--- config.mk ---
export PLATFORM = sky130hd
export DESIGN_NAME = frame_sequencer
export DESIGN_NICKNAME = d
export VERILOG_FILES = /design/src/rtl/tft_seq_pkg.sv /design/src/rtl/seq_watchdog.sv /design/src/rtl/frame_sequencer.sv
export SDC_FILE = /design/constraint.sdc
export NUM_CORES = 1
export LEC_CHECK = 0
export CAP_MARGIN = 20
export CORE_AREA = 2 2 162 164
export DETAILED_ROUTE_END_ITERATION = 6
export DIE_AREA = 0 0 164 166
export PLACE_DENSITY_LB_ADDON = 0.15
export SYNTH_ARGS = -nofsm -noshare
export SYNTH_HDL_FRONTEND = slang
export SYNTH_HIERARCHICAL = 1
export SYNTH_SLANG_ARGS = --single-unit
--- constraint.sdc ---
create_clock -name clk -period 4.2 [get_ports clk]
set_input_delay 0.42 -clock clk [delete_from_list [all_inputs] [get_ports clk]]
set_output_delay 0.42 -clock clk [all_outputs]
set_load 0.02 [all_outputs]
--- src/rtl/tft_seq_pkg.sv ---
// Shared types and constants for the frame sequencer and its watchdog.
package tft_seq_pkg;

  localparam int ROI_W = 12;

  typedef enum logic [3:0] {
    ST_IDLE      = 4'd0,
    ST_CHECK     = 4'd1,
    ST_START     = 4'd2,
    ST_WAIT_BUSY = 4'd3,
    ST_WAIT_DONE = 4'd4,
    ST_GAP       = 4'd5,
    ST_DONE      = 4'd6,
    ST_ABORT     = 4'd7,
    ST_ERROR     = 4'd8
  } seq_state_e;

  typedef enum logic [2:0] {
    ERR_NONE     = 3'd0,
    ERR_BAD_CFG  = 3'd1,
    ERR_BUSY_TO  = 3'd2,
    ERR_FRAME_TO = 3'd3,
    ERR_ABORTED  = 3'd4
  } err_code_e;

  function automatic logic [15:0] sat_inc16(input logic [15:0] v);
    return (v == 16'hFFFF) ? v : v + 16'd1;
  endfunction

endpackage

--- src/rtl/seq_watchdog.sv ---
// Cycle counter shared by every timed state; expires once the count reaches the limit.
module seq_watchdog (
  input  logic        clk,
  input  logic        rst_n,
  input  logic        i_clear,
  input  logic        i_enable,
  input  logic [31:0] i_limit,
  output logic        o_expired
);

  logic [31:0] r_count;

  // Holds at all-ones instead of wrapping so a stuck state never looks fresh.
  always_ff @(posedge clk or negedge rst_n) begin
    if (!rst_n) begin
      r_count <= '0;
    end else if (i_clear) begin
      r_count <= '0;
    end else if (i_enable && (r_count != 32'hFFFF_FFFF)) begin
      r_count <= r_count + 32'd1;
    end
  end

  assign o_expired = (r_count >= i_limit);

endmodule

--- src/rtl/frame_sequencer.sv ---
// Host-side initiator for timing_generator: latches and validates an acquisition,
// launches frames with an inter-frame gap and supervises each with a watchdog.
module frame_sequencer
  import tft_seq_pkg::*;
#(
  parameter int unsigned START_PULSE_CYC = 2,
  parameter int unsigned BUSY_TIMEOUT    = 1024,
  parameter int unsigned FRAME_TIMEOUT   = 5_000_000,
  parameter int unsigned GAP_CYC         = 16,
  parameter int unsigned RESET_CYC       = 4,
  parameter int unsigned MAX_ROWS        = 3072,
  parameter int unsigned MAX_COLS        = 3072
) (
  input  logic             clk,
  input  logic             rst_n,
  input  logic             cmd_start,
  input  logic             cmd_abort,
  input  logic [15:0]      cfg_integration,
  input  logic [ROI_W-1:0] cfg_row_start,
  input  logic [ROI_W-1:0] cfg_row_end,
  input  logic [ROI_W-1:0] cfg_col_start,
  input  logic [ROI_W-1:0] cfg_col_end,
  input  logic [15:0]      cfg_frame_count,
  output logic             frame_start,
  output logic             frame_reset,
  output logic [15:0]      integration_time,
  output logic [ROI_W-1:0] row_start,
  output logic [ROI_W-1:0] row_end,
  output logic [ROI_W-1:0] col_start,
  output logic [ROI_W-1:0] col_end,
  input  logic             frame_busy,
  input  logic             frame_complete,
  output logic             seq_busy,
  output logic             seq_done,
  output logic             seq_error,
  output logic [2:0]       err_code,
  output logic [15:0]      frames_done
);

  // Watchdog limits are one less than the cycle count because the counter starts at 0.
  localparam logic [31:0] LIM_START = START_PULSE_CYC - 1;
  localparam logic [31:0] LIM_BUSY  = BUSY_TIMEOUT - 1;
  localparam logic [31:0] LIM_FRAME = FRAME_TIMEOUT - 1;
  localparam logic [31:0] LIM_GAP   = GAP_CYC - 1;
  localparam logic [31:0] LIM_RESET = RESET_CYC - 1;

  seq_state_e       r_state;
  seq_state_e       w_next;
  err_code_e        r_err_code;
  err_code_e        w_err_val;
  logic             w_err_set;
  logic             w_start_acc;
  logic             w_frame_inc;
  logic             w_abort_req;
  logic             w_completion;
  logic             w_cfg_bad;
  logic             w_wd_clear;
  logic             w_wd_expired;
  logic [31:0]      w_limit;
  logic [15:0]      w_frames_inc;

  logic [15:0]      r_integration;
  logic [ROI_W-1:0] r_row_start;
  logic [ROI_W-1:0] r_row_end;
  logic [ROI_W-1:0] r_col_start;
  logic [ROI_W-1:0] r_col_end;
  logic [15:0]      r_frame_count;
  logic [15:0]      r_frames_done;
  logic             r_seq_error;
  logic             r_seq_done;
  logic             r_busy_q;

  assign w_cfg_bad = (r_integration == 16'd0) ||
                     (r_row_start > r_row_end) ||
                     (r_col_start > r_col_end) ||
                     (32'(r_row_end) >= MAX_ROWS) ||
                     (32'(r_col_end) >= MAX_COLS);

  // A busy falling edge counts as completion for generators that only report by level.
  assign w_completion = frame_complete || (r_busy_q && !frame_busy);
  assign w_frames_inc = sat_inc16(r_frames_done);

  always_comb begin
    w_abort_req = 1'b0;
    case (r_state)
      ST_CHECK, ST_START, ST_WAIT_BUSY, ST_WAIT_DONE, ST_GAP: w_abort_req = cmd_abort;
      default:                                                w_abort_req = 1'b0;
    endcase
  end

  always_comb begin
    w_next      = r_state;
    w_err_set   = 1'b0;
    w_err_val   = ERR_NONE;
    w_start_acc = 1'b0;
    w_frame_inc = 1'b0;
    if (w_abort_req) begin
      w_next    = ST_ABORT;
      w_err_set = 1'b1;
      w_err_val = ERR_ABORTED;
    end else begin
      case (r_state)
        ST_IDLE, ST_DONE, ST_ERROR: begin
          if (cmd_start && !cmd_abort) begin
            w_next      = ST_CHECK;
            w_start_acc = 1'b1;
          end
        end
        ST_CHECK: begin
          if (w_cfg_bad) begin
            w_next    = ST_ERROR;
            w_err_set = 1'b1;
            w_err_val = ERR_BAD_CFG;
          end else begin
            w_next = ST_START;
          end
        end
        ST_START: begin
          if (w_wd_expired) w_next = ST_WAIT_BUSY;
        end
        ST_WAIT_BUSY: begin
          if (frame_busy) begin
            w_next = ST_WAIT_DONE;
          end else if (w_wd_expired) begin
            w_next    = ST_ABORT;
            w_err_set = 1'b1;
            w_err_val = ERR_BUSY_TO;
          end
        end
        ST_WAIT_DONE: begin
          if (w_completion) begin
            w_frame_inc = 1'b1;
            if ((r_frame_count != 16'd0) && (w_frames_inc == r_frame_count)) begin
              w_next = ST_DONE;
            end else begin
              w_next = ST_GAP;
            end
          end else if (w_wd_expired) begin
            w_next    = ST_ABORT;
            w_err_set = 1'b1;
            w_err_val = ERR_FRAME_TO;
          end
        end
        ST_GAP: begin
          if (w_wd_expired) w_next = ST_START;
        end
        ST_ABORT: begin
          if (w_wd_expired) w_next = ST_ERROR;
        end
        default: w_next = ST_IDLE;
      endcase
    end
  end

  always_comb begin
    w_limit = 32'd0;
    case (r_state)
      ST_START:     w_limit = LIM_START;
      ST_WAIT_BUSY: w_limit = LIM_BUSY;
      ST_WAIT_DONE: w_limit = LIM_FRAME;
      ST_GAP:       w_limit = LIM_GAP;
      ST_ABORT:     w_limit = LIM_RESET;
      default:      w_limit = 32'd0;
    endcase
  end

  assign w_wd_clear = (w_next != r_state);

  seq_watchdog u_watchdog (
    .clk       (clk),
    .rst_n     (rst_n),
    .i_clear   (w_wd_clear),
    .i_enable  (seq_busy),
    .i_limit   (w_limit),
    .o_expired (w_wd_expired)
  );

  always_ff @(posedge clk or negedge rst_n) begin
    if (!rst_n) begin
      r_state       <= ST_IDLE;
      r_err_code    <= ERR_NONE;
      r_frames_done <= '0;
      r_seq_error   <= 1'b0;
      r_seq_done    <= 1'b0;
      r_busy_q      <= 1'b0;
    end else begin
      r_state    <= w_next;
      r_busy_q   <= frame_busy;
      r_seq_done <= (w_next == ST_DONE) && (r_state != ST_DONE);
      if (w_start_acc) begin
        r_err_code    <= ERR_NONE;
        r_frames_done <= '0;
        r_seq_error   <= 1'b0;
      end else begin
        if (w_err_set)   r_err_code    <= w_err_val;
        if (w_frame_inc) r_frames_done <= w_frames_inc;
        if (w_next == ST_ERROR) r_seq_error <= 1'b1;
      end
    end
  end

  // Shadows only move on an accepted start, so they are frozen for the whole sequence.
  always_ff @(posedge clk or negedge rst_n) begin
    if (!rst_n) begin
      r_integration <= '0;
      r_row_start   <= '0;
      r_row_end     <= '0;
      r_col_start   <= '0;
      r_col_end     <= '0;
      r_frame_count <= '0;
    end else if (w_start_acc) begin
      r_integration <= cfg_integration;
      r_row_start   <= cfg_row_start;
      r_row_end     <= cfg_row_end;
      r_col_start   <= cfg_col_start;
      r_col_end     <= cfg_col_end;
      r_frame_count <= cfg_frame_count;
    end
  end

  assign frame_start      = (r_state == ST_START);
  assign frame_reset      = (r_state == ST_ABORT);
  assign seq_busy         = (r_state != ST_IDLE) && (r_state != ST_DONE) && (r_state != ST_ERROR);
  assign seq_done         = r_seq_done;
  assign seq_error        = r_seq_error;
  assign err_code         = r_err_code;
  assign frames_done      = r_frames_done;
  assign integration_time = r_integration;
  assign row_start        = r_row_start;
  assign row_end          = r_row_end;
  assign col_start        = r_col_start;
  assign col_end          = r_col_end;

endmodule

==> metrics, run 1 <==
status complete, no violations; global-route wire length before repair 42300 um; Setup Viol. Count Final 0; chip height 166 um; Fillers 2400; maximum clock frequency 239 MHz; Area Growth Syn to Fin 40.5%; Mapped Avg Cell Area 9.57 sq um; reg-to-reg endpoint u_watchdog/r_count[31]; CP Class flip-flop to flip-flop; P per Cell Area 668 mW/mm^2; Die X 164 um; clk_lat worst skew 0.43 ns; R2R setup slack 0.01 ns; Startpoint Class flip-flop; worst slew pin tran 0.816 ns; warnings from Yosys 6; Peak VDD IR 0.360 mV; all-layer global routing usage 0.196; leading area contributor after synthesis dfrtp_1; FF+latch area 0.00346 sq mm; Slew Limit Fails 0; initial antenna violation count 1; Net Sw Power 3.39 mW; hpwl dp 19200 um; DRC Markers 0; Static Leak 5.06 nW; DRT Wirelength 26300 um; layout cells sized above 1 0.222; Logic pwr share 0.536; asr flop ratio synth 1.00; Crit. End Element flip-flop; Relative slew margins 0.456; Worst EP arrival 4.52 ns; DRT iter0 DRCs 552; antenna-violating nets left 0; Worst R2R Start r_state[1]; Synth top area share 0.391; FF+latch count, synth 138; I/O Buffers 173; Final TNS setup 0 ns; RSZ-0062 raised after global routing yes; fin nets 1293; CTS max path bufs 2; die area 0.0272 sq mm; most frequent cells after synthesis 138 x dfrtp_1, 74 x inv_1, 63 x nand2_1; total grt overflow 0; Sw Share 0.410; slowest stage delay, CP 0.45 ns; Buf+Inv Stages, Crit Path 4; Vias 7881; antenna fix cells 0; Tcrit/Tclk final 0.997; Post-Synthesis Cells 922; Hold Crit Class input pin to async pin; # IOs 174; drt pass-1 iters 5; synth unique cells 82; Final Util 0.484; final worst slack 0.0115 ns; MaxCap Viol Count 0; Post-synth EDFFs 0; sequential fraction of design power 0.273; vias in the first global route 7832; Worst Reg-to-Reg Cells 23; worst-path maximum fanout 5; Tmin final 4.19 ns; Final Hold Fails 0; DP Worst Slack -0.151 ns; core area 0.0256 sq mm; via/cell ratio 5.26; clk_skew 0.0172 ns; Reg clk slew, reported paths 0.07 ns; CTS H-tree lvls 4; dominant cells by area after synthesis dfrtp_1 39%, ha_1 8.2%, mux2_2 7.1%, o21ai_0 3.2%, inv_1 3.1%; WL per Instance 17.6 um; CTS tree done; row cnt 59; Cell Chain, Critical Path nand2_4 -> or3_4 -> nand2_4 -> buf_4 -> inv_1 -> ha_2 -> a21o_1 -> a21oi_2 -> o32ai_2 -> a2111oi_4 -> o21ai_2 -> buf_6 -> nor2b_4 -> nor2_2 -> a211oi_2 -> nor4_2 -> xnor2_1 -> a2111o_1 -> a21oi_2 -> o211ai_1 -> buf_4 -> nand3b_1 -> o31ai_1; Clock power frac 0.191; GP Congestion 0.895; most common cell in the netlist dfrtp_1; internal power 4.89 mW; Slowest cell on crit path dfrtp_2; Top Family by Delay on Critical Path compound AO/OA/AOI/OAI gates; Starting Density 0.344; TritonCTS Buffers 17; Most used DFF post-synth dfrtp_1; worst endpoint required time 4.53 ns; Synth Cell Area 0.00882 sq mm; CTS Root Cell clkbuf_16; area of the multi-input gates 0.00535 sq mm; largest net degree at the start of global routing 114; sequential fraction of the synthesis area 0.391; worst hold slack 0.0602 ns; Num Clock Sinks 138
==> routing by layer <==
layer | part of all wire | GRT usage | up-vias
met2 | 0.44 | 0.290 | 206
met5 | 0.00061 | 0 | -
met4 | 0.021 | 0.0664 | 2
li1 | - | - | 3829
met1 | 0.47 | 0.272 | 3802
met3 | 0.071 | 0.0617 | 42
==> final cells by class <==
class	instances	share of cell area
repair buffers	236	0.184
flip-flops and latches	138	0.279
multi-input cells	682	0.431
clock buffers	19	0.0365
well taps	335	0.0338
inverters	74	0.0228
clock inverters	13	0.0123
==> worst max path at each step <==
stage / startpoint / end / slack [ns] / depth (start not counted)
CTS: r_state[1] / u_watchdog/r_count[17] / 0.003 / 24
detailed placement: r_state[0] / u_watchdog/r_count[29] / -0.15 / 23
floorplan: r_state[2] / u_watchdog/r_count[30] / 0.001 / 22
global placement: r_state[0] / u_watchdog/r_count[29] / 0.002 / 23
finish: r_state[1] / u_watchdog/r_count[31] / 0.01 / 23
global route: r_state[1] / u_watchdog/r_count[31] / -0.20 / 23
==> layout by cell type (no fill, tap or decap), types with 13 or more instances in the layout <==
master             n
clkdlybuf4s50_1  172
dfrtp_1          135
inv_1             66
nand2_1           60
mux2_2            56
o21ai_0           54
buf_4             52
ha_1              49
nor2_1            42
nand4_1           34
a21oi_1           33
nand3_1           25
xnor2_1           24
a21oi_2           21
clkbuf_16         17
conb_1            17
and3_1            15
nor4_1            13
==> state kept, by name, summed over array words and instances (netlist names), 12 cells and up <==
register and flops:
row_start 12, u_watchdog/r_count 32, r_frame_count 16, row_end 12, col_end 12, frames_done 16, col_start 12, integration_time 16
==> through the flow <==
step / cell area [sq um] / instances / total power [mW]
2_1_floorplan: 8920 / 938 / 4.45
3_3_place_gp: 11300 / 1453 / 6.27
3_5_place_dp: 11300 / 1453 / 6.29
4_1_cts: 12000 / 1488 / 8.04
5_1_grt: 12400 / 1497 / 8.87
6_report: 12400 / 1497 / 8.28
==> cells by family after synthesis <==
family | count (synthesis) | share of synthesized area
AO/OA/AOI/OAI | 211 | 0.164
XOR/XNOR | 35 | 0.0348
adder cells (fa/ha/maj) | 58 | 0.0823
buffers and inverters | 118 | 0.0565
flip-flops | 138 | 0.391
multiplexers | 58 | 0.0738
other | 1 | 0.000425
AND/OR/NAND/NOR | 303 | 0.197
==> power groups by stage <==
stage	logic, mW	clock network, mW	registers, mW
after detailed placement	4.02	0	2.26
final	4.44	1.58	2.26
after global routing	4.85	1.68	2.34
after CTS	4.15	1.63	2.26
after global placement	4.01	0	2.26
after floorplan	1.90	0	2.55
==> timing repair <==
item / 4_1_cts / 5_1_grt
buffers inserted: 2 / 9
endpoints found under the setup margin: 32 / 33
cloned: 1 / 0
hold buffers: 0 / 0
resized for setup: 22 / 77
pin swaps: 11 / 18
(Power assumes the default switching activity.)
==> run 2, diff against run 1 <==
Settings changed: CELL_PAD_IN_SITES_DETAIL_PLACEMENT set to 1, CELL_PAD_IN_SITES_GLOBAL_PLACEMENT set to 1.
==> run 2 against run 1 <==
  * The flow now finishes with violations (setup timing)
  * Global-route usage increased by 1.9 points
  * Setup slack got worse by 0.016 ns
  * Combinational power decreased by 1%
  * Worst hold slack improved by 0.42 ns
  * Fmax decreased by 0.37%
  * Non-clock buffer count decreased by 14
  * Sequential cell count unchanged
  * Sequential power about the same
  * Largest power group unchanged
  * Highest routed layer unchanged
==> metrics, run 2 (synthesis gave the netlist of run 1 again) <==
fin nets 1279; met2 routed WL 13800 um; Num Clock Sinks 138; drt pass-1 iters 4; CTS H-tree lvls 4; DRC Markers 0; Reg clk slew, reported paths 0.07 ns; slowest stage delay, CP 0.44 ns; worst endpoint required time 4.51 ns; Die X 164 um; P per Cell Area 673 mW/mm^2; Tcrit/Tclk final 1.00; I/O Buffers 173; initial antenna violation count 3; clk_skew 0.0116 ns; Startpoint Class flip-flop; chip height 166 um; R2R setup slack -0.004 ns; via/cell ratio 5.40; final worst slack -0.00420 ns; clk_lat worst skew 0.43 ns; Peak VDD IR 0.329 mV; total grt overflow 0; Tmin final 4.20 ns; WL met3 1940 um; RSZ-0062 raised after global routing yes; number of flip-flops in the largest register 32; layout cells sized above 1 0.202; hpwl dp 20400 um; WL per Instance 19.7 um; Relative slew margins 0.411; GP Congestion 0.849; Crit. End Element flip-flop; Slew Limit Fails 0; Static Leak 5.01 nW; Starting Density 0.344; all-layer global routing usage 0.215; vias in the first global route 8414; CTS max path bufs 2; most frequent cells in the layout 172 x clkdlybuf4s50_1, 135 x dfrtp_1, 69 x inv_1, 60 x nand2_1, 56 x mux2_2; wl on met1 12900 um; most used cell along the critical path buf_4; row cnt 59; DRT Wirelength 29300 um; Cell Chain, Critical Path nand2_4 -> or3_4 -> nand2_4 -> inv_1 -> ha_1 -> a21o_1 -> a21oi_2 -> o32ai_2 -> a2111oi_2 -> o21ai_1 -> buf_4 -> buf_4 -> a211oi_1 -> a21oi_1 -> o211ai_1 -> nor2_1 -> o211ai_1 -> buf_4 -> nor2_1; die area 0.0272 sq mm; CP Class flip-flop to flip-flop; antenna-violating nets left 0; Worst EP arrival 4.51 ns; Area Growth Syn to Fin 38.9%; DR top layer met5; Hold Crit Class input pin to async pin; commonest non-fill, non-tap cell in the layout clkdlybuf4s50_1; worst-path maximum fanout 17; maximum clock frequency 238 MHz; core area 0.0256 sq mm; Power, Total 8.24 mW; # IOs 174; Slowest cell on crit path dfrtp_2; failing checks setup timing; TritonCTS Buffers 17; Final Hold Fails 0; Vias 8007; global-route wire length before repair 46300 um; antenna fix cells 0; CTS tree done; MaxCap Viol Count 0; largest net degree at the start of global routing 114; Setup Viol. Count Final 3; Fillers 2872; Top reg by flops u_watchdog/r_count; worst slew pin tran 0.876 ns; Final TNS setup -0.00597 ns; status finished, violations left; CTS Root Cell clkbuf_16; Worst Reg-to-Reg Cells 19; DRT iter0 DRCs 376
-- run 2: cell types whose count changed in the layout (fill, tap and decap cells not counted), moves of 3 or more --
cell	change
inv_2	-3
a21oi_2	-5
clkinv_8	+3
a21oi_1	+4
buf_4	-12
inv_1	+3
nor2_4	-3
nor2_2	-4
buf_6	-3
nor2_1	+7
-- run 2: area by class of cell --
class | count | area [sq um] | share of cell area
clock inverters | 15 | 179 | 0.0146
flip-flops and latches | 138 | 3460 | 0.282
well taps | 335 | 419 | 0.0342
repair buffers | 222 | 2180 | 0.178
multi-input cells | 682 | 5310 | 0.433
clock buffers | 17 | 425 | 0.0347
inverters | 74 | 285 | 0.0233
-- run 2: timing repair --
item,CTS,global route
buffers inserted,10,7
gates resized for setup,26,59
cloned,2,0
hold buffers,0,1
endpoints found under the setup margin,32,32
pin swaps,6,27
endpoints found under the hold margin,0,48
-- run 2: routing by layer --
| metal | GRT usage | vias up |
|---|---|---|
| li1 | - | 3789 |
| met1 | 0.279 | 3979 |
| met2 | 0.341 | 194 |
| met3 | 0.0737 | 41 |
| met4 | 0.0614 | 4 |
| met5 | 0 | - |
-- run 2: worst max-delay path: cells and delay by family (launching register included) --
kind	cells	cell delay, ns
buffers and inverters	4	0.74
flip-flops	1	0.44
adder cells (fa/ha/maj)	1	0.19
AND/OR/NAND/NOR	5	0.79
AO/OA/AOI/OAI	9	1.90
-- run 2: final timing paths --
| path | startpoint | end |
|---|---|---|
| max | r_state[0] | u_watchdog/r_count[27] |
| min | rst_n | row_end[3] |
| max reg2reg | r_state[0] | u_watchdog/r_count[27] |
| min reg2reg | seq_error | seq_error |
| max in group asynchronous | rst_n | u_watchdog/r_count[15] |
| min in group clk | seq_error | seq_error |
-- run 2: through the flow --
| step | util | instances | setup WS (ns) | instance area [sq um] | hold slack [ns] |
|---|---|---|---|---|---|
| after detailed placement | 0.433 | 1432 | -0.297 | 11100 | 0.483 |
| after CTS | 0.465 | 1476 | -0.00742 | 11900 | 0.191 |
| after global placement | 0.433 | 1432 | -0.0381 | 11100 | 0.478 |
| after floorplan | - | 938 | 0.00127 | 8920 | 0.124 |
| after global routing | 0.478 | 1483 | -0.194 | 12300 | 0.524 |
| final | 0.478 | 1483 | -0.00420 | 12300 | 0.483 |
-- run 2: power by group --
group          switching (mW)  total [mW]  internal [mW]  leakage, nW
logic                    2.32        4.39           2.07         2.96
clock network           0.722        1.57          0.853        0.297
registers               0.495        2.28           1.78         1.75
==> run 3, diff against run 2 <==
==> constraint.sdc (replaced) <==
create_clock -name clk -period 4.2 [get_ports clk]
set_input_delay 0.42 -clock clk [delete_from_list [all_inputs] [get_ports clk]]
set_output_delay 0.42 -clock clk [all_outputs]
set_load 0.1 [all_outputs]
==> run 3 against run 2 <==
  * The run still ends with setup timing left
  * Fmax is 1.7% lower
  * Core utilization grew 1.2 points
  * Cell count grew 1.3%
  * Cell area increased by 2.5%
  * Wire length increased by 1.1%
  * Worst hold slack is essentially flat
  * Register-to-register slack got worse by 0.07 ns
  * Count of clock-buffer cells in the layout up 1
  * First-iteration DRC count increased by 23%
  * Via count up 0.65%
  * Sequential cell count stayed put
  * Global-route usage up 0.24 points
  * Critical endpoint is now u_watchdog/r_count[31]
  * Largest cell class unchanged
  * Largest power group unchanged
==> metrics, run 3 (synthesis gave the netlist of run 1 again) <==
status finished, violations left; failing checks setup timing; DRT iter0 DRCs 463; Peak VDD IR 0.650 mV; Reg clk slew, reported paths 0.07 ns; MaxCap Viol Count 0; Vias 8059; most frequent cells in the layout 172 x clkdlybuf4s50_1, 135 x dfrtp_1, 65 x inv_1, 60 x nand2_1, 56 x mux2_2; total grt overflow 0; via/cell ratio 5.37; Starting Density 0.344; Final Util 0.490; slowest stage delay, CP 0.46 ns; Num Clock Sinks 138; CTS tree done; Area Growth Syn to Fin 42.4%; worst slew pin tran 1.07 ns; GP Congestion 0.853; post-route insts no fill 1502; largest net degree at the start of global routing 114; clk_lat worst skew 0.44 ns; CTS Root Cell clkbuf_16; Net Sw Power 5.88 mW; Top reg by flops u_watchdog/r_count; hpwl dp 20800 um; P per Cell Area 856 mW/mm^2; GR Util met3 0.0712; Fillers 2820; CTS H-tree lvls 4; Die X 164 um; initial antenna violation count 3; Final Hold Fails 0; Placed Area 0.0113 sq mm; grt met1 use 0.285; Top Family by Delay on Critical Path simple AND/OR/NAND/NOR gates; worst-path maximum fanout 5; Tcrit/Tclk final 1.02; RSZ-0062 raised after global routing yes; global-route wire length before repair 46600 um; Setup Viol. Count Final 15; Slowest cell on crit path dfrtp_2; Logic pwr share 0.641; R2R setup slack -0.08 ns; Crit. End Element flip-flop; WL per Instance 19.7 um; number of flip-flops in the largest register 32; worst hold slack 0.483 ns; met2 Use GR 0.345; clk_skew 0.0144 ns; Static Leak 5.11 nW; layer with the highest usage met2; row cnt 59; all-layer global routing usage 0.218; CP Class flip-flop to flip-flop; DRC Markers 0; TritonCTS Buffers 17; Sw Share 0.547; drt pass-1 iters 4; Buf+Inv Stages, Crit Path 4; most used cell along the critical path nand2_4; DRT Wirelength 29600 um; layout cells sized above 1 0.231; placed cells 1446; Tmin final 4.28 ns; core area 0.0256 sq mm; Power, Total 10.8 mW; antenna-violating nets left 0; sequential fraction of design power 0.213; Startpoint Class flip-flop; CTS max path bufs 2; vias in the first global route 8438; die area 0.0272 sq mm; maximum clock frequency 234 MHz; Relative slew margins 0.284; Clock power frac 0.146; post-layout instance area 0.0126 sq mm; I/O Buffers 173; chip height 166 um; Slew Limit Fails 0; Cell Chain, Critical Path nand2_4 -> or3_4 -> nand2_4 -> inv_2 -> ha_4 -> nand4_1 -> o32ai_2 -> a2111oi_4 -> o21ai_2 -> buf_6 -> nor2b_4 -> nor2_2 -> a211oi_2 -> nor4_2 -> xnor2_1 -> a2111o_1 -> a21oi_2 -> o211ai_1 -> buf_4 -> clkbuf_16 -> nand3b_1 -> o31ai_2; commonest non-fill, non-tap cell in the layout clkdlybuf4s50_1; worst endpoint required time 4.54 ns; internal power 4.87 mW; Worst EP arrival 4.62 ns; Hold Crit Class input pin to async pin; final worst slack -0.0773 ns; # IOs 174; fin nets 1297
-- run 3: cell count changes in the layout (fill, tap and decap cells not counted), sizes merged --
cell      delta
inv          +1
buf         +18
diode        +1
clkinvlp     +2
clkinv       -4
clkbuf       +1
-- run 3: cell type report --
cell class | count | area, sq um | area share
Multi-Input combinational cell | 682 | 5460 | 0.435
Clock buffer | 18 | 439 | 0.0350
Timing Repair Buffer | 240 | 2340 | 0.187
Inverter | 74 | 285 | 0.0227
Tap cell | 335 | 419 | 0.0334
Antenna cell | 1 | 2.50 | 0.000199
Sequential cell | 138 | 3460 | 0.275
Clock inverter | 14 | 155 | 0.0124
-- run 3: stage by stage --
stage	worst slack (ns)	TNS, ns
global placement	0.0399	0
detailed placement	-0.263	-5.93
floorplan	-0.229	-6.67
finish	-0.0773	-0.596
CTS	-0.0205	-0.0205
global route	-0.286	-5.67
-- run 3: routing by layer --
metal | up-vias | wire length [um]
li1 | 3845 | -
met1 | 3997 | 13300
met2 | 180 | 13800
met3 | 33 | 2070
met4 | 4 | 353
met5 | - | 27
-- run 3: timing repair --
item / in CTS / in global routing
endpoints found under the hold margin: 0 / 49
setup endpoints to repair: 32 / 32
gates resized for setup: 45 / 58
setup buffers: 14 / 9
cloned: 2 / 0
pin swaps: 15 / 32
hold buffers: 0 / 1
-- run 3: final timing paths --
kind	startpoint	endpoint	cells past startpoint
setup / recovery	r_state[0]	u_watchdog/r_count[31]	22
hold / removal	rst_n	integration_time[7]	2
setup reg to reg	r_state[0]	u_watchdog/r_count[31]	22
hold reg to reg	seq_error	seq_error	1
max in group asynchronous	rst_n	u_watchdog/r_count[6]	3
min in group clk	seq_error	seq_error	1
-- run 3: power by group through the flow --
stage	registers, mW	clock network (mW)	logic, mW
final	2.30	1.57	6.90
after global routing	2.37	1.67	7.27
after CTS	2.29	1.62	6.80
after detailed placement	2.29	0	6.34
after global placement	2.28	0	6.26
after floorplan	4.67	0	2.19
